--- config.mk ---
export PLATFORM = sky130hd
export DESIGN_NAME = multicycle_ctrl
export DESIGN_NICKNAME = d
export VERILOG_FILES = /design/src/rtl/multicycle_ctrl.sv
export SDC_FILE = /design/constraint.sdc
export NUM_CORES = 1
export LEC_CHECK = 0
export BUFFER_PORTS_ARGS = -buffer_cell sky130_fd_sc_hd__buf_2
export CORE_MARGIN = 1.5
export CORE_UTILIZATION = 54
export CTS_BUF_LIST = sky130_fd_sc_hd__clkbuf_16
export DETAILED_ROUTE_END_ITERATION = 8
export MAX_ROUTING_LAYER = met4
export PLACE_DENSITY_LB_ADDON = 0.3
export SYNTH_ARGS = -nofsm -noshare
export SYNTH_HDL_FRONTEND = slang
export SYNTH_SLANG_ARGS = --single-unit
--- constraint.sdc ---
create_clock -name clk -period 2.7 [get_ports clk]
set_clock_uncertainty 0.15 [all_clocks]
set_input_delay 0.27 -clock clk [delete_from_list [all_inputs] [get_ports clk]]
set_output_delay 0.27 -clock clk [all_outputs]
set_load 0.005 [all_outputs]
--- src/rtl/multicycle_ctrl.sv ---
// Multi-cycle RV32I control FSM: sequences fetch/decode/execute/mem/writeback, drives datapath strobes, retires instructions.
// Latency: branch/fence/system 3, ALU 4, store 4, load 5 cycles with ready high; imem/dmem ready stalls with a watchdog to FAULT.
// Optional trap path is enabled by defining MULTICYCLE_CTRL_TRAP_EN (illegal class and SYSTEM go to TRAP instead of FAULT/NOP).
module multicycle_ctrl #(
    parameter int MEM_TIMEOUT = 16,
    parameter int INSTRET_W   = 32
) (
    input  logic                 clk,
    input  logic                 rst,
    input  logic                 is_r_type,
    input  logic                 is_i_type,
    input  logic                 is_s_type,
    input  logic                 is_b_type,
    input  logic                 is_u_type,
    input  logic                 is_j_type,
    input  logic                 is_fence_type,
    input  logic                 is_system_type,
    input  logic                 is_load,
    input  logic                 is_jalr,
    input  logic                 branch_taken,
    output logic                 imem_req,
    input  logic                 imem_ready,
    output logic                 ir_we,
    output logic                 dmem_req,
    output logic                 dmem_we,
    input  logic                 dmem_ready,
    output logic                 alu_src_b,
    output logic                 rf_we,
    output logic [1:0]           wb_sel,
    output logic                 pc_we,
    output logic [1:0]           pc_sel,
    output logic                 retire,
    output logic                 trap,
    output logic                 fault,
    output logic [2:0]           state,
    output logic [INSTRET_W-1:0] instret
);

`ifdef MULTICYCLE_CTRL_TRAP_EN
    localparam bit TRAP_EN = 1'b1;
`else
    localparam bit TRAP_EN = 1'b0;
`endif

    localparam int CNT_W = (MEM_TIMEOUT > 0) ? $clog2(MEM_TIMEOUT + 1) : 1;
    localparam logic [CNT_W-1:0] WD_LAST = CNT_W'((MEM_TIMEOUT > 0) ? MEM_TIMEOUT - 1 : 0);

    typedef enum logic [2:0] {
        S_IDLE    = 3'd0,
        S_FETCH   = 3'd1,
        S_DECODE  = 3'd2,
        S_EXECUTE = 3'd3,
        S_MEM     = 3'd4,
        S_WB      = 3'd5,
        S_TRAP    = 3'd6,
        S_FAULT   = 3'd7
    } state_e;

    typedef struct packed {
        logic r;
        logic i;
        logic s;
        logic b;
        logic u;
        logic j;
        logic fence;
        logic sys;
        logic load;
        logic jalr;
    } cls_t;

    state_e               state_q, state_d;
    cls_t                 cls_q, cls_d;
    logic [CNT_W-1:0]     wd_q, wd_d;
    logic [INSTRET_W-1:0] instret_q, instret_d;

    logic [7:0] cls_vec;
    logic       is_ld_q;
    logic       is_jr_q;
    logic       waiting;
    logic       wd_hit;

    assign cls_vec = {is_r_type, is_i_type, is_s_type, is_b_type,
                      is_u_type, is_j_type, is_fence_type, is_system_type};
    assign is_ld_q = cls_q.i & cls_q.load;
    assign is_jr_q = cls_q.i & cls_q.jalr;

    // Ready landing in the cycle the limit is reached wins over the watchdog.
    assign waiting = ((state_q == S_FETCH) & ~imem_ready) |
                     ((state_q == S_MEM)   & ~dmem_ready);
    assign wd_hit  = (MEM_TIMEOUT != 0) && waiting && (wd_q == WD_LAST);

    always_ff @(posedge clk or posedge rst) begin
        if (rst) begin
            state_q   <= S_IDLE;
            cls_q     <= '0;
            wd_q      <= '0;
            instret_q <= '0;
        end else begin
            state_q   <= state_d;
            cls_q     <= cls_d;
            wd_q      <= wd_d;
            instret_q <= instret_d;
        end
    end

    always_comb begin
        state_d   = state_q;
        cls_d     = cls_q;
        imem_req  = 1'b0;
        ir_we     = 1'b0;
        dmem_req  = 1'b0;
        dmem_we   = 1'b0;
        alu_src_b = 1'b0;
        rf_we     = 1'b0;
        wb_sel    = 2'd0;
        pc_we     = 1'b0;
        pc_sel    = 2'd0;
        retire    = 1'b0;
        trap      = 1'b0;

        case (state_q)
            S_IDLE: begin
                state_d = S_FETCH;
            end
            S_FETCH: begin
                imem_req = 1'b1;
                if (imem_ready) begin
                    ir_we   = 1'b1;
                    state_d = S_DECODE;
                end else if (wd_hit) begin
                    state_d = S_FAULT;
                end
            end
            S_DECODE: begin
                cls_d = {cls_vec, is_load, is_jalr};
                if ($onehot(cls_vec)) begin
                    state_d = S_EXECUTE;
                end else begin
                    state_d = TRAP_EN ? S_TRAP : S_FAULT;
                end
            end
            S_EXECUTE: begin
                alu_src_b = cls_q.i | cls_q.s | cls_q.u | cls_q.j;
                if (cls_q.b) begin
                    pc_we   = 1'b1;
                    pc_sel  = branch_taken ? 2'd1 : 2'd0;
                    retire  = 1'b1;
                    state_d = S_FETCH;
                end else if (is_ld_q || cls_q.s) begin
                    state_d = S_MEM;
                end else if (TRAP_EN && cls_q.sys) begin
                    state_d = S_TRAP;
                end else if (cls_q.fence || cls_q.sys) begin
                    pc_we   = 1'b1;
                    retire  = 1'b1;
                    state_d = S_FETCH;
                end else if (cls_q.r || cls_q.i || cls_q.u || cls_q.j) begin
                    state_d = S_WB;
                end else begin
                    state_d = S_FAULT;
                end
            end
            S_MEM: begin
                dmem_req = 1'b1;
                dmem_we  = cls_q.s;
                if (dmem_ready) begin
                    if (cls_q.s) begin
                        pc_we   = 1'b1;
                        retire  = 1'b1;
                        state_d = S_FETCH;
                    end else begin
                        state_d = S_WB;
                    end
                end else if (wd_hit) begin
                    state_d = S_FAULT;
                end
            end
            S_WB: begin
                rf_we   = 1'b1;
                pc_we   = 1'b1;
                retire  = 1'b1;
                wb_sel  = (cls_q.j || is_jr_q) ? 2'd2 : (is_ld_q ? 2'd1 : 2'd0);
                pc_sel  = cls_q.j ? 2'd1 : (is_jr_q ? 2'd2 : 2'd0);
                state_d = S_FETCH;
            end
            S_TRAP: begin
                trap    = 1'b1;
                pc_we   = 1'b1;
                pc_sel  = 2'd3;
                state_d = S_FETCH;
            end
            S_FAULT: begin
                state_d = S_FAULT;
            end
        endcase
    end

    // Watchdog restarts whenever a new fetch or memory wait begins.
    always_comb begin
        wd_d = wd_q;
        if ((state_d != state_q) && ((state_d == S_FETCH) || (state_d == S_MEM))) begin
            wd_d = '0;
        end else if ((MEM_TIMEOUT != 0) && waiting) begin
            wd_d = wd_q + 1'b1;
        end
    end

    always_comb begin
        instret_d = instret_q;
        if (retire) begin
            instret_d = instret_q + INSTRET_W'(1);
        end
    end

    assign state   = state_q;
    assign fault   = (state_q == S_FAULT);
    assign instret = instret_q;

endmodule

== Word level (Yosys, flattened, before mapping) ==
Cells that the tools add are included.

* Bits in registers: 50
* Input bits: 15
* Output and inout port bits: 49
* Logic and storage cells: 92

* Add/sub/neg operators: 9
* Equal/unequal tests: 12
* Mux-type cells: 35
* Bitwise operators: 10
* Reduce and logical (&&, ||, !) cells: 13

{| class="wikitable"
|+ Operator list
! kind !! count
|-
| 32-bit by 1-bit adder with 32-bit output (second input constant) || 1
|-
| 3-bit two-way mux || 8
|-
| 3-bit case mux with 6 select lines || 1
|-
| 1-bit two-way mux || 16
|-
| 3-bit == test (second input constant) || 5
|-
| 2-bit two-way mux || 5
|-
| 5-bit two-way mux || 2
|-
| 1-bit by 1-bit adder with 2-bit output || 4
|-
| 1-bit logical OR || 7
|-
| 2-bit by 2-bit adder with 3-bit output || 2
|-
| 3-bit by 1-bit == test with 1-bit output (second input constant) || 2
|-
| 3-bit by 2-bit == test with 1-bit output (second input constant) || 2
|-
| 1-bit case mux with 3 select lines || 2
|-
| 2-bit case mux with 3 select lines || 1
|-
| 5-bit by 1-bit adder with 5-bit output (second input constant) || 1
|-
| 5-bit by 4-bit == test with 1-bit output (second input constant) || 1
|-
| 3-bit by 3-bit adder with 4-bit output || 1
|-
| 1-bit AND || 4
|-
| 4-bit by 1-bit == test with 1-bit output (second input constant) || 1
|-
| 1-bit OR || 4
|-
| 3-bit logical NOT || 1
|-
| 3-bit != test || 1
|-
| 3-bit OR reduction || 1
|-
| 1-bit logical AND || 2
|-
| other kinds (3) || 4
|}

== Logic depth before layout (Yosys ltp) ==
Gate-level depths: netlist (run 1).

* Depth in word-level cells: 12
* Mapped depth: 13
* Gate-level depth less buffers: 13

== Worst setup path before layout (run 1) ==
Ideal clock, no wire load.

* Kind: in2reg
* Start point: input port is_r_type
* End point: register wd_q[1]
* Library setup time: 148 ps
* Data arrival time: 3449 ps
* Data required time: 2402 ps
* Path slack: -1048 ps
* Cell stages on the path: 13
* Path buffers: 0
* Cell sequence: inv_1 fa_1 fa_1 fa_1 inv_1 ha_1 inv_1 fa_1 nand4b_1 a211o_1 a32o_1 nor4_2 nor3_1

* Longest elaborated chain between the ends: 10
* Elaborated cells on any way between the ends: 13
* Classes of those cells: 3 x add/sub; 4 x eq/ne; 3 x mux; 3 x reduce/logical

{| class="wikitable"
|+ RTL lines
! element !! RTL line !! RTL
|-
| start, declared || 10 || <nowiki>input logic is_r_type,</nowiki>
|-
| 1-bit by 1-bit adder with 2-bit output (implied by the code) (*) || 137 || <nowiki>if ($onehot(cls_vec)) begin</nowiki>
|-
| 2-bit by 2-bit adder with 3-bit output (implied by the code) (*) || 137 ||
|-
| 3-bit by 3-bit adder with 4-bit output (implied by the code) (*) || 137 ||
|-
| 4-bit by 1-bit == test with 1-bit output (*) || 137 ||
|-
| 3-bit two-way mux (*) || 137 ||
|-
| 3-bit case mux with 6 select lines (*) || 122 || <nowiki>case (state_q)</nowiki>
|-
| 3-bit by 1-bit == test with 1-bit output or 3-bit == test (tied branches) || 202 || <nowiki>if ((state_d != state_q) && ((state_d == S_FETCH) || (state_d == S_MEM))) begin</nowiki>
|-
| 1-bit logical OR || 202 ||
|-
| 1-bit logical AND (*) || 202 ||
|-
| 5-bit two-way mux or 2-bit nonzero test (tied branches) || n/a ||
|-
| end signal, assigned || 102 || <nowiki>wd_q <= wd_d;</nowiki>
|-
| end, declared || 74 || <nowiki>logic [CNT_W-1:0] wd_q, wd_d;</nowiki>
|}

Mark *: on every way between the ends. The rest lies on a longest branch, timed or not.
A chain may end at the register's enable or synchronous reset.

== Worst setup path after layout (run 1) ==
* Start point: input port is_r_type
* End point: register wd_q[4]

The elaborated chain is that of the path after synthesis.

==> summary.txt, run 1 <==
Timing
  • Period utilization: 134.7%
  • Post-layout min period: approximately 3.6 ns
  • RSZ-0062 raised after global routing: yes
  • Least-Margin Pin Slew: 0.6453 ns
  • Min Hold Slack: approximately 0.04 ns
  • Slew margin rel.: between 50 and 60%
  • Sum Neg Setup Slack: -5.257 ns
  • Peak Freq: 0.2750 GHz
  • Post-route setup slack: -0.9367 ns
  • Pins over their slew limit: 0
  • # setup viols final: 6
  • Final hold violations: 0

Power and ir drop
  • Combinational share of power: under 10%
  • NetSw: 0.3357 mW
  • Tot Pwr: about 1.6 mW
  • Clock power frac: 44.1%
  • Internal power: approximately 1.2 mW
  • PD cells: approximately 460 nW/µm²
  • Sequential share of power: a little under half
  • Maximum vdd drop: about 330 µV
  • Leak: ~1.8 nW
  • Switching part of the total: 21.17%

Floorplan
  • Initial Utilization: a little under three fifths
  • Die Span Y: around 75 µm
  • Die Area: roughly 5600 µm²
  • Row cnt: 25
  • Top Ports: 64
  • Die X: around 75 µm
  • Core Region: 4817 µm²

Place
  • Detailed placer's ending HPWL: around 4500 µm
  • Port buffer count: 63
  • GP Congestion: approximately 0.85
  • Post-DP Area: ~3200 µm²
  • Place WS: -1.296 ns

Global route
  • Tot GR Track Use: approximately a quarter
  • Largest net degree at the start of global routing: 29
  • First-pass GRT wire length: 10,360 µm
  • Number of global-route vias before repair: around 2,200
  • Initial antenna violation count: 0
  • Global route overflow: 0

Synthesis
  • Largest family of logic cells by synthesized area: simple AND/OR/NAND/NOR gates
  • Syn nets: 290
  • Mapped Cells: approximately 270
  • Cell area after synthesis: 2768 µm²
  • Synth Area in Simple Gates: 23.78%
  • Synth top area cells: dfrtp_1 (45%), xnor2_1 (7.3%), mux2_2 (4.1%), xor2_1 (3.5%), nand2_1 (3.4%)
  • Post-synthesis cell type count: 45
  • Number of synthesized flops with an enable pin: 0
  • Top-area cell type share of the netlist area: a little under half
  • #FFs+latches synth: 50
  • Post-Synth XOR/XNOR Area: ~11%
  • Post-synth top area cell: dfrtp_1
  • Register area share after synthesis: 45.21%
  • Synth Area in Adders: between 5 and 6%
  • Compound-cell area share of the yosys netlist: under 10%
  • Synth warn: 0
  • Mux contribution to synthesized area: about 4.4%
  • Async S/R FF share, synth: 100.0%
  • Avg Cell Area, Syn: 10.44 µm²
  • Top_reg_cell synth: dfrtp_1

Route
  • DRC viols: 0
  • ANT nets after route: 0
  • Vias: 2,282
  • Iteration-0 DRC count of the detailed router: 125
  • Drt total wl: about 6300 µm
  • Via-to-Cell Ratio: approximately 5.6
  • Wire length per cell: 15.29 µm
  • TritonRoute pass-1 iters: 4

Clock tree
  • Clock sinks: 50
  • CTS tree: done
  • Worst-path clk slew: about 0.07 ns
  • CTS max path bufs: 2
  • CTS Buf Count: 5
  • Clk root buf: clkbuf_16
  • Max H-tree Level: 2
  • Clk Latency, worst-skew pair: 0.28 ns

Layout
  • Most frequent cells in the layout: buf_2 (60), dfrtp_1 (50), nand2_1 (25), xnor2_1 (23), nand3_1 (13)
  • Area growth, synth to finish: 25.54%
  • Diode count: 0
  • Design area: 3475 µm²
  • Filler cells: about 380
  • Share of cells above drive strength 1: between 30% and 40%
  • Leading cell type in the layout, fill and taps excluded: buf_2
  • Nets: roughly 370

Run status
  • Run status: finished, violations left
  • Failing checks: setup timing

Hold path
  • Hold crit path type: in -> reg

Critical path
  • Critical path arrival: approximately 3.6 ns
  • Worst-path fanout max: 5
  • WP data required: ~2.7 ns
  • Critical path startpoint category: input pin
  • WS Path Type: in -> reg
  • CP Capture Type: flip-flop

Run
  • Reported max-cap violation count: 0
## cells in the mapped netlist (3+ instances only)
cell type and instances:
dfrtp_1 50, and3_1 10, fa_1 4, inv_1 18, nand2_1 25, nor3_1 9, nand4_1 8, xor2_1 11
xnor2_1 23, ha_1 6, nand3b_1 5, nand3_1 13, nor2_1 12, mux2_2 10, buf_2 3, nor2b_1 3
a21oi_1 9, and2_1 3, nor4_1 5, or2_2 3
## worst paths after layout
path                              from          end  slack, ns  depth (start not counted)
setup / recovery             is_r_type      wd_q[4]      -0.94                         15
hold / removal                 is_jalr     cls_q[0]       0.04                          3
setup reg to reg               wd_q[0]      wd_q[4]       0.26                          9
hold reg to reg            instret[31]  instret[31]       0.32                          1
max in group asynchronous          rst   instret[4]       1.26                          4
min in group asynchronous          rst   instret[6]       0.41                          3
## final cells by class
class                           count  area (µm²)  share of cell area (%)
Sequential cell                    50        1251                   36.01
Timing Repair Buffer               75       434.2                   12.50
Inverter                           18       75.07                   2.161
Multi-Input combinational cell    192        1465                   42.17
Clock inverter                      3       40.04                   1.152
Clock buffer                        5       125.1                   3.601
Tap cell                           67       83.83                   2.413
## kinds of logic after synthesis
kind of cell / count (synthesis)
multiplexers: 11
adder cells (fa/ha/maj): 10
XOR/XNOR: 34
AO/OA/AOI/OAI: 25
buffers and inverters: 23
flip-flops: 50
AND/OR/NAND/NOR: 112
## stage by stage
step | instances | util (%)
2_1_floorplan | 265 | -
3_3_place_gp | 399 | 67.09
3_5_place_dp | 399 | 67.09
4_1_cts | 409 | 71.38
5_1_grt | 410 | 72.13
6_report | 410 | 72.13
## sequential cells by signal, indices dropped and copies added, names as in the netlist
| name | cells |
|---|---|
| wd_q | 5 |
| instret | 32 |
| cls_q | 10 |
| state | 3 |
## timing repair
item,in CTS,in global routing
resized for setup,7,6
hold buffers,1,0
endpoints found under the hold margin,22,0
setup endpoints to repair,6,6
pin swaps,3,3
setup buffers,1,1
## power groups by stage
stage | sequential, mW | combinational [mW] | clock (mW)
2_1_floorplan | 0.763 | 0.0677 | 0
3_3_place_gp | 0.763 | 0.101 | 0
3_5_place_dp | 0.763 | 0.111 | 0
4_1_cts | 0.749 | 0.116 | 0.715
5_1_grt | 0.748 | 0.156 | 0.746
6_report | 0.749 | 0.137 | 0.699
## metal layers
layer / up-vias / global-route usage, % / part of all wire [%]
met5: - / - / 0
met4: 0 / 8.889 / 1.8
met3: 11 / 4.065 / 4.5
met2: 68 / 42.16 / 51
met1: 1124 / 31.43 / 43
li1: 1079 / - / -
## critical path, cell delays in order
cell and delay, ns:
buf_8 0.09, inv_8 0.03, fa_1 0.56, fa_1 0.45, fa_1 0.46, inv_2 0.08
ha_4 0.13, inv_2 0.03, fa_1 0.50, nand4b_1 0.10, a211o_1 0.23, a32o_2 0.27
nor4_4 0.24, buf_6 0.17, a2111oi_2 0.05
No activity file was read; power rests on OpenSTA's default activity.
==> run 2, diff against run 1 <==
Settings changed: RECOVER_POWER set to 50.
==> run 2 against run 1 <==
  * The flow still finishes with violations (setup timing)
  * Final cell count unchanged
  * Die area unchanged
  * Clock power barely moved
  * Sequential cell count is the same
  * Sequential share of layout area grew 0.16 points
  * Total power is essentially flat
  * Register-to-register slack is essentially flat
  * Utilization fell by 0.31 points
  * Cell area down 0.43%
  * Global-route usage unchanged
  * Critical endpoint unchanged
==> summary.txt, run 2 (synthesis gave the netlist of run 1 again) <==
Run status
  • Run status: finished, violations left
  • Failing checks: setup timing

Route
  • Via-to-Cell Ratio: 5.573 (+0.13%)
  • DRC viols: 0 (unchanged)
  • Drt total wl: 6289 µm (+0.32%)
  • Wire length per cell: 15.34 µm (+0.32%)
  • Iteration-0 DRC count of the detailed router: 160 (+28%)
  • TritonRoute pass-1 iters: 4 (unchanged)
  • Vias: 2,285 (+0.13%)
  • ANT nets after route: 0 (unchanged)

Critical path
  • FF-to-FF Start: wd_q[0]
  • CP Capture Type: flip-flop
  • Worst-path fanout max: 5 (unchanged)
  • WP data required: 2.71 ns (about the same)
  • WS Path Type: in -> reg
  • Critical path startpoint category: input pin
  • Critical path arrival: 3.64 ns (about the same)
  • Beginning of the critical path: is_r_type

Global route
  • Global route overflow: 0 (unchanged)
  • Largest net degree at the start of global routing: 29 (unchanged)
  • GR peak layer: met2
  • Routing usage on met2: 42.16% (unchanged)
  • M1 GR Usage: 31.43% (unchanged)
  • Number of global-route vias before repair: 2,196 (unchanged)
  • Tot GR Track Use: 25.35% (unchanged)
  • Met3 Use GR: 4.065% (unchanged)
  • First-pass GRT wire length: 10,360 µm (unchanged)
  • Initial antenna violation count: 0 (unchanged)

Clock tree
  • Max H-tree Level: 2 (unchanged)
  • CTS Buf Count: 5 (unchanged)
  • Clk Latency, worst-skew pair: 0.28 ns (about the same)
  • CTS tree: done
  • Clock sinks: 50 (unchanged)
  • Clk root buf: clkbuf_16
  • Worst-path clk slew: 0.07 ns (about the same)
  • CTS max path bufs: 2 (unchanged)

Hold path
  • Hold crit path type: in -> reg
  • Hold Crit Start: is_jalr

Floorplan
  • Initial Utilization: 57.45% (unchanged)
  • Top Ports: 64 (unchanged)
  • Die X: 74.59 µm (unchanged)
  • Die Area: 5564 µm² (unchanged)
  • Die Span Y: 74.59 µm (unchanged)
  • Row cnt: 25 (unchanged)
  • Core Region: 4817 µm² (unchanged)

Place
  • Port buffer count: 63 (unchanged)
  • Detailed placer's ending HPWL: 4532 µm (unchanged)
  • Place WS: -1.296 ns (unchanged)
  • GP Congestion: 0.8534 (unchanged)

Timing
  • Pins over their slew limit: 0 (unchanged)
  • Period utilization: 134.6% (about the same)
  • Peak Freq: 0.2752 GHz (about the same)
  • Final hold violations: 0 (unchanged)
  • Post-route setup slack: -0.9333 ns (+0.003420 ns)
  • Least-Margin Pin Slew: 0.8770 ns (+0.2317 ns)
  • RSZ-0062 raised after global routing: yes
  • # setup viols final: 6 (unchanged)
  • Slew margin rel.: 41.47% (-15 points)
  • Post-layout min period: 3.633 ns (-0.003420 ns)
  • Sum Neg Setup Slack: -5.238 ns (+0.01980 ns)

Run
  • Reported max-cap violation count: 0 (unchanged)

Power and ir drop
  • PD cells: 457.9 nW/µm² (+0.35%)
  • Maximum vdd drop: 329.4 µV (-0.48%)
  • Leak: 1.737 nW (-2.5%)

Layout
  • Diode count: 0 (unchanged)
  • Most frequent cells in the layout: dfrtp_1 (50), buf_2 (50), nand2_1 (25), xnor2_1 (23)
  • Number of flip-flops in the largest register: 32 (unchanged)
  • Area growth, synth to finish: 25.00%
  • Share of cells above drive strength 1: 30.61% (-3.2 points)
  • Nets: 367 (unchanged)
-- run 2: path summary, 6_finish.rpt --
check                               to  slack (ns)  cells past startpoint
setup / recovery               wd_q[4]       -0.93                     15
hold / removal                cls_q[0]        0.04                      3
setup reg to reg               wd_q[4]        0.26                      9
hold reg to reg            instret[31]        0.32                      1
max in group asynchronous   instret[1]        0.67                      4
min in group asynchronous   instret[6]        0.57                      3
-- run 2: report_power, final --
part           switching, mW  leakage, nW  internal, mW
logic                 0.0697        0.980        0.0668
registers                  0        0.673         0.749
clock network          0.265       0.0836         0.434
-- run 2: layout make-up --
class,count,area [µm²]
well taps,67,83.83
inverters,18,75.07
fillers,382,1358
clock inverters,3,40.04
clock buffers,5,125.1
flip-flops and latches,50,1251
repair buffers,75,419.2
multi-input cells,192,1465
-- run 2: stage by stage --
step | power, mW | instance area (µm²) | utilization, % | hold slack, ns | cells
3_5_place_dp | 0.8738 | 3232 | 67.09 | 0.1729 | 399
3_3_place_gp | 0.8643 | 3232 | 67.09 | 0.1667 | 399
2_1_floorplan | 0.8307 | 2788 | - | 0.2368 | 265
6_report | 1.584 | 3460 | 71.82 | 0.04106 | 410
5_1_grt | 1.650 | 3460 | 71.82 | 0.06011 | 410
4_1_cts | 1.579 | 3438 | 71.38 | 0.04833 | 409
-- run 2: metal layers --
layer / vias up / part of all wire, % / wire, µm
met4: 0 / 1.8 / 112
met5: - / 0 / 0
met1: 1129 / 43 / 2703
met3: 9 / 4.5 / 285
li1: 1078 / - / -
met2: 69 / 51 / 3188
-- run 2: worst max-delay path: stages --
cell       delay (ns)
buf_8            0.09
inv_8            0.03
fa_1             0.56
fa_1             0.44
fa_1             0.46
inv_2            0.08
ha_4             0.13
inv_2            0.03
fa_1             0.50
nand4b_1         0.10
a211o_1          0.23
a32o_2           0.27
nor4_4           0.24
buf_6            0.17
a2111oi_2        0.05
-- run 2: repair_timing --
item,4_1_cts,5_1_grt
pin swaps,3,3
hold buffers,1,0
endpoints found under the hold margin,22,0
buffers inserted,1,1
setup endpoints to repair,6,6
resized for setup,7,6
==> run 3, diff against run 2 <==
--- a/constraint.sdc
+++ b/constraint.sdc
@@ -4,2 +4,2 @@
 set_output_delay 0.27 -clock clk [all_outputs]
-set_load 0.005 [all_outputs]
+set_load 0.1 [all_outputs]
==> run 3 against run 2 <==
  * The flow finishes with violations (capacitance limit, slew limit, setup timing)
  * Combinational power decreased by 12%
  * Wire length shrank 2.8%
  * Via count is 2.2% lower
  * Die area stayed put
  * Sequential cell count stayed put
  * Register-to-register slack barely moved
  * Critical path type unchanged
  * Global-route usage is 1.2 points lower
==> summary.txt, run 3 (synthesis gave the netlist of run 1 again) <==
Run status
  • Run status: finished, violations left
  • Failing checks: capacitance limit, slew limit, setup timing

Floorplan
  • Initial Utilization: 57.45% (unchanged)
  • Core Region: 4817 µm² (unchanged)
  • Die Area: 5564 µm² (unchanged)
  • Die Span Y: 74.59 µm (unchanged)
  • Top Ports: 64 (unchanged)
  • Row cnt: 25 (unchanged)
  • Die X: 74.59 µm (unchanged)

Hold path
  • Hold crit path type: in -> reg
  • Worst hold endpoint: cls_q[0]
  • Worst hold path stage count: 3 (unchanged)
  • Hold Crit Start: is_jalr

Power and ir drop
  • Clock power frac: 48.6% (+4.5 points)
  • Combinational share of power: 7.1% (-1.5 points)
  • Leak: 1.722 nW (-0.84%)
  • Switching part of the total: 20.76% (-0.38 points)
  • Sequential share of power: 44.4% (-2.9 points)
  • Internal power: 1.337 mW (+7.0%)
  • PD cells: 481.2 nW/µm² (+5.1%)
  • Maximum vdd drop: 357.2 µV (+8.4%)
  • NetSw: 0.3502 mW (+4.5%)

Route
  • Wire length per cell: 14.94 µm (-2.6%)
  • Via-to-Cell Ratio: 5.465 (-1.9%)
  • ANT nets after route: 0 (unchanged)
  • Vias: 2,235 (-2.2%)
  • TritonRoute pass-1 iters: 4 (unchanged)
  • Iteration-0 DRC count of the detailed router: 136 (-15%)
  • DRC viols: 0 (unchanged)
  • Drt total wl: 6112 µm (-2.8%)

Clock tree
  • Worst-path clk slew: 0.07 ns (about the same)
  • CTS Buf Count: 5 (unchanged)
  • CTS max path bufs: 2 (unchanged)
  • Max H-tree Level: 2 (unchanged)
  • CTS tree: done
  • Clock sinks: 50 (unchanged)
  • Clk Latency, worst-skew pair: 0.29 ns (about the same)
  • Clk root buf: clkbuf_16

Layout
  • Filler cells: 380 (-0.52%)
  • Register area: 1255 µm² (+0.30%)
  • Most frequent cells in the layout: dfrtp_1 (47), buf_2 (40), nand2_1 (23), xnor2_1 (23), clkbuf_1 (21)
  • Nets: 366 (-0.27%)
  • Diode count: 0 (unchanged)
  • Leading cell type in the layout, fill and taps excluded: dfrtp_1
  • Share of cells above drive strength 1: 30.99% (+0.38 points)
  • Number of flip-flops in the largest register: 32 (unchanged)
  • Final core occ: 72.78% (+0.96 points)
  • Area of the multi-input gates: 1506 µm² (+2.8%)
  • Area growth, synth to finish: 26.67%

Timing
  • Post-layout min period: 3.588 ns (-0.04537 ns)
  • Peak Freq: 0.2787 GHz (+1.3%)
  • Slew margin rel.: -25.59% (-67 points)
  • Least-Margin Pin Slew: 1.882 ns (+1.005 ns)
  • # setup viols final: 6 (unchanged)
  • Final hold violations: 0 (unchanged)
  • Post-route setup slack: -0.8879 ns (+0.04537 ns)
  • Period utilization: 132.9% (-1.7 points)
  • Min Hold Slack: 0.02956 ns (-0.01150 ns)
  • Pins over their slew limit: 51 (+51)
  • RSZ-0062 raised after global routing: yes

Critical path
  • Critical path startpoint category: input pin
  • FF-to-FF setup slack: 0.25 ns (about the same)
  • WS Path Type: in -> reg
  • R2R cell count: 9 (unchanged)
  • WP data required: 2.72 ns (about the same)
  • Critical path arrival: 3.61 ns (-0.03 ns)
  • R2r endpoint: wd_q[4]
  • Worst-path fanout max: 5 (unchanged)
  • FF-to-FF Start: wd_q[0]
  • CP Capture Type: flip-flop

Global route
  • Global route overflow: 0 (unchanged)
  • Initial antenna violation count: 0 (unchanged)
  • Largest net degree at the start of global routing: 51 (+76%)
  • Tot GR Track Use: 24.11% (-1.2 points)
  • First-pass GRT wire length: 9922 µm (-4.3%)
  • Number of global-route vias before repair: 2,178 (-0.82%)

Place
  • Detailed placer's ending HPWL: 4115 µm (-9.2%)
  • GP Congestion: 0.8468 (-0.77%)
  • Port buffer count: 63 (unchanged)

Run
  • Reported max-cap violation count: 1 (+1)
## run 3: cell count changes in the layout (fill, tap and decap cells not counted), moves of 3 or more
cell	change
buf_2	-10
clkbuf_1	+11
dfrtp_1	-3
dfrtp_2	+3
nor2_1	-3
## run 3: what timing repair did
item,CTS,global route
buffers inserted,2,2
hold buffers,0,0
pin swaps,1,0
setup endpoints to repair,6,6
gates resized for setup,5,2
cloned,0,0
## run 3: through the flow
stage	cell area [µm²]	std cells	setup TNS, ns	setup slack [ns]	power, mW
finish	3506	409	-5.093	-0.8879	1.687
global route	3506	409	-5.860	-1.026	1.739
CTS	3508	407	-4.808	-0.8549	1.689
detailed placement	3284	397	-6.905	-1.197	0.8687
global placement	3284	397	-6.678	-1.162	0.8626
floorplan	2872	265	-5.592	-0.8900	0.8307
## run 3: final cells by class
| class | instances | share of cell area [%] |
|---|---|---|
| clock buffers | 5 | 3.569 |
| well taps | 67 | 2.391 |
| inverters | 18 | 2.248 |
| repair buffers | 74 | 11.06 |
| multi-input cells | 192 | 42.97 |
| clock inverters | 3 | 1.963 |
| flip-flops and latches | 50 | 35.80 |
## run 3: worst max-delay path by stage
| stage | from | end |
|---|---|---|
| global route | is_r_type | wd_q[4] |
| finish | is_r_type | wd_q[4] |
| floorplan | is_r_type | wd_q[4] |
| CTS | is_r_type | wd_q[4] |
| global placement | is_r_type | wd_q[2] |
| detailed placement | is_r_type | wd_q[0] |
## run 3: worst max-delay path, stage by stage
cell and delay (ns):
buf_8 0.09, inv_8 0.02, fa_1 0.54, fa_1 0.43
fa_1 0.43, inv_1 0.07, ha_2 0.18, inv_2 0.04
fa_1 0.51, nand4b_1 0.10, a211o_1 0.23, a32o_2 0.27
nor4_4 0.20, buf_4 0.18, a2111oi_2 0.05
## run 3: power by group through the flow
| stage | clock (mW) | combinational, mW | sequential (mW) |
|---|---|---|---|
| global placement | 0 | 0.0996 | 0.763 |
| CTS | 0.828 | 0.112 | 0.748 |
| floorplan | 0 | 0.0677 | 0.763 |
| finish | 0.819 | 0.119 | 0.748 |
| detailed placement | 0 | 0.106 | 0.763 |
| global route | 0.856 | 0.135 | 0.748 |
## run 3: layer usage
layer / vias up / GRT usage, % / share of wire, %
met5: - / - / 0
met4: 0 / 9.495 / 1.6
met3: 10 / 5.285 / 4.3
met2: 51 / 38.89 / 50
met1: 1098 / 29.56 / 45
li1: 1076 / - / -
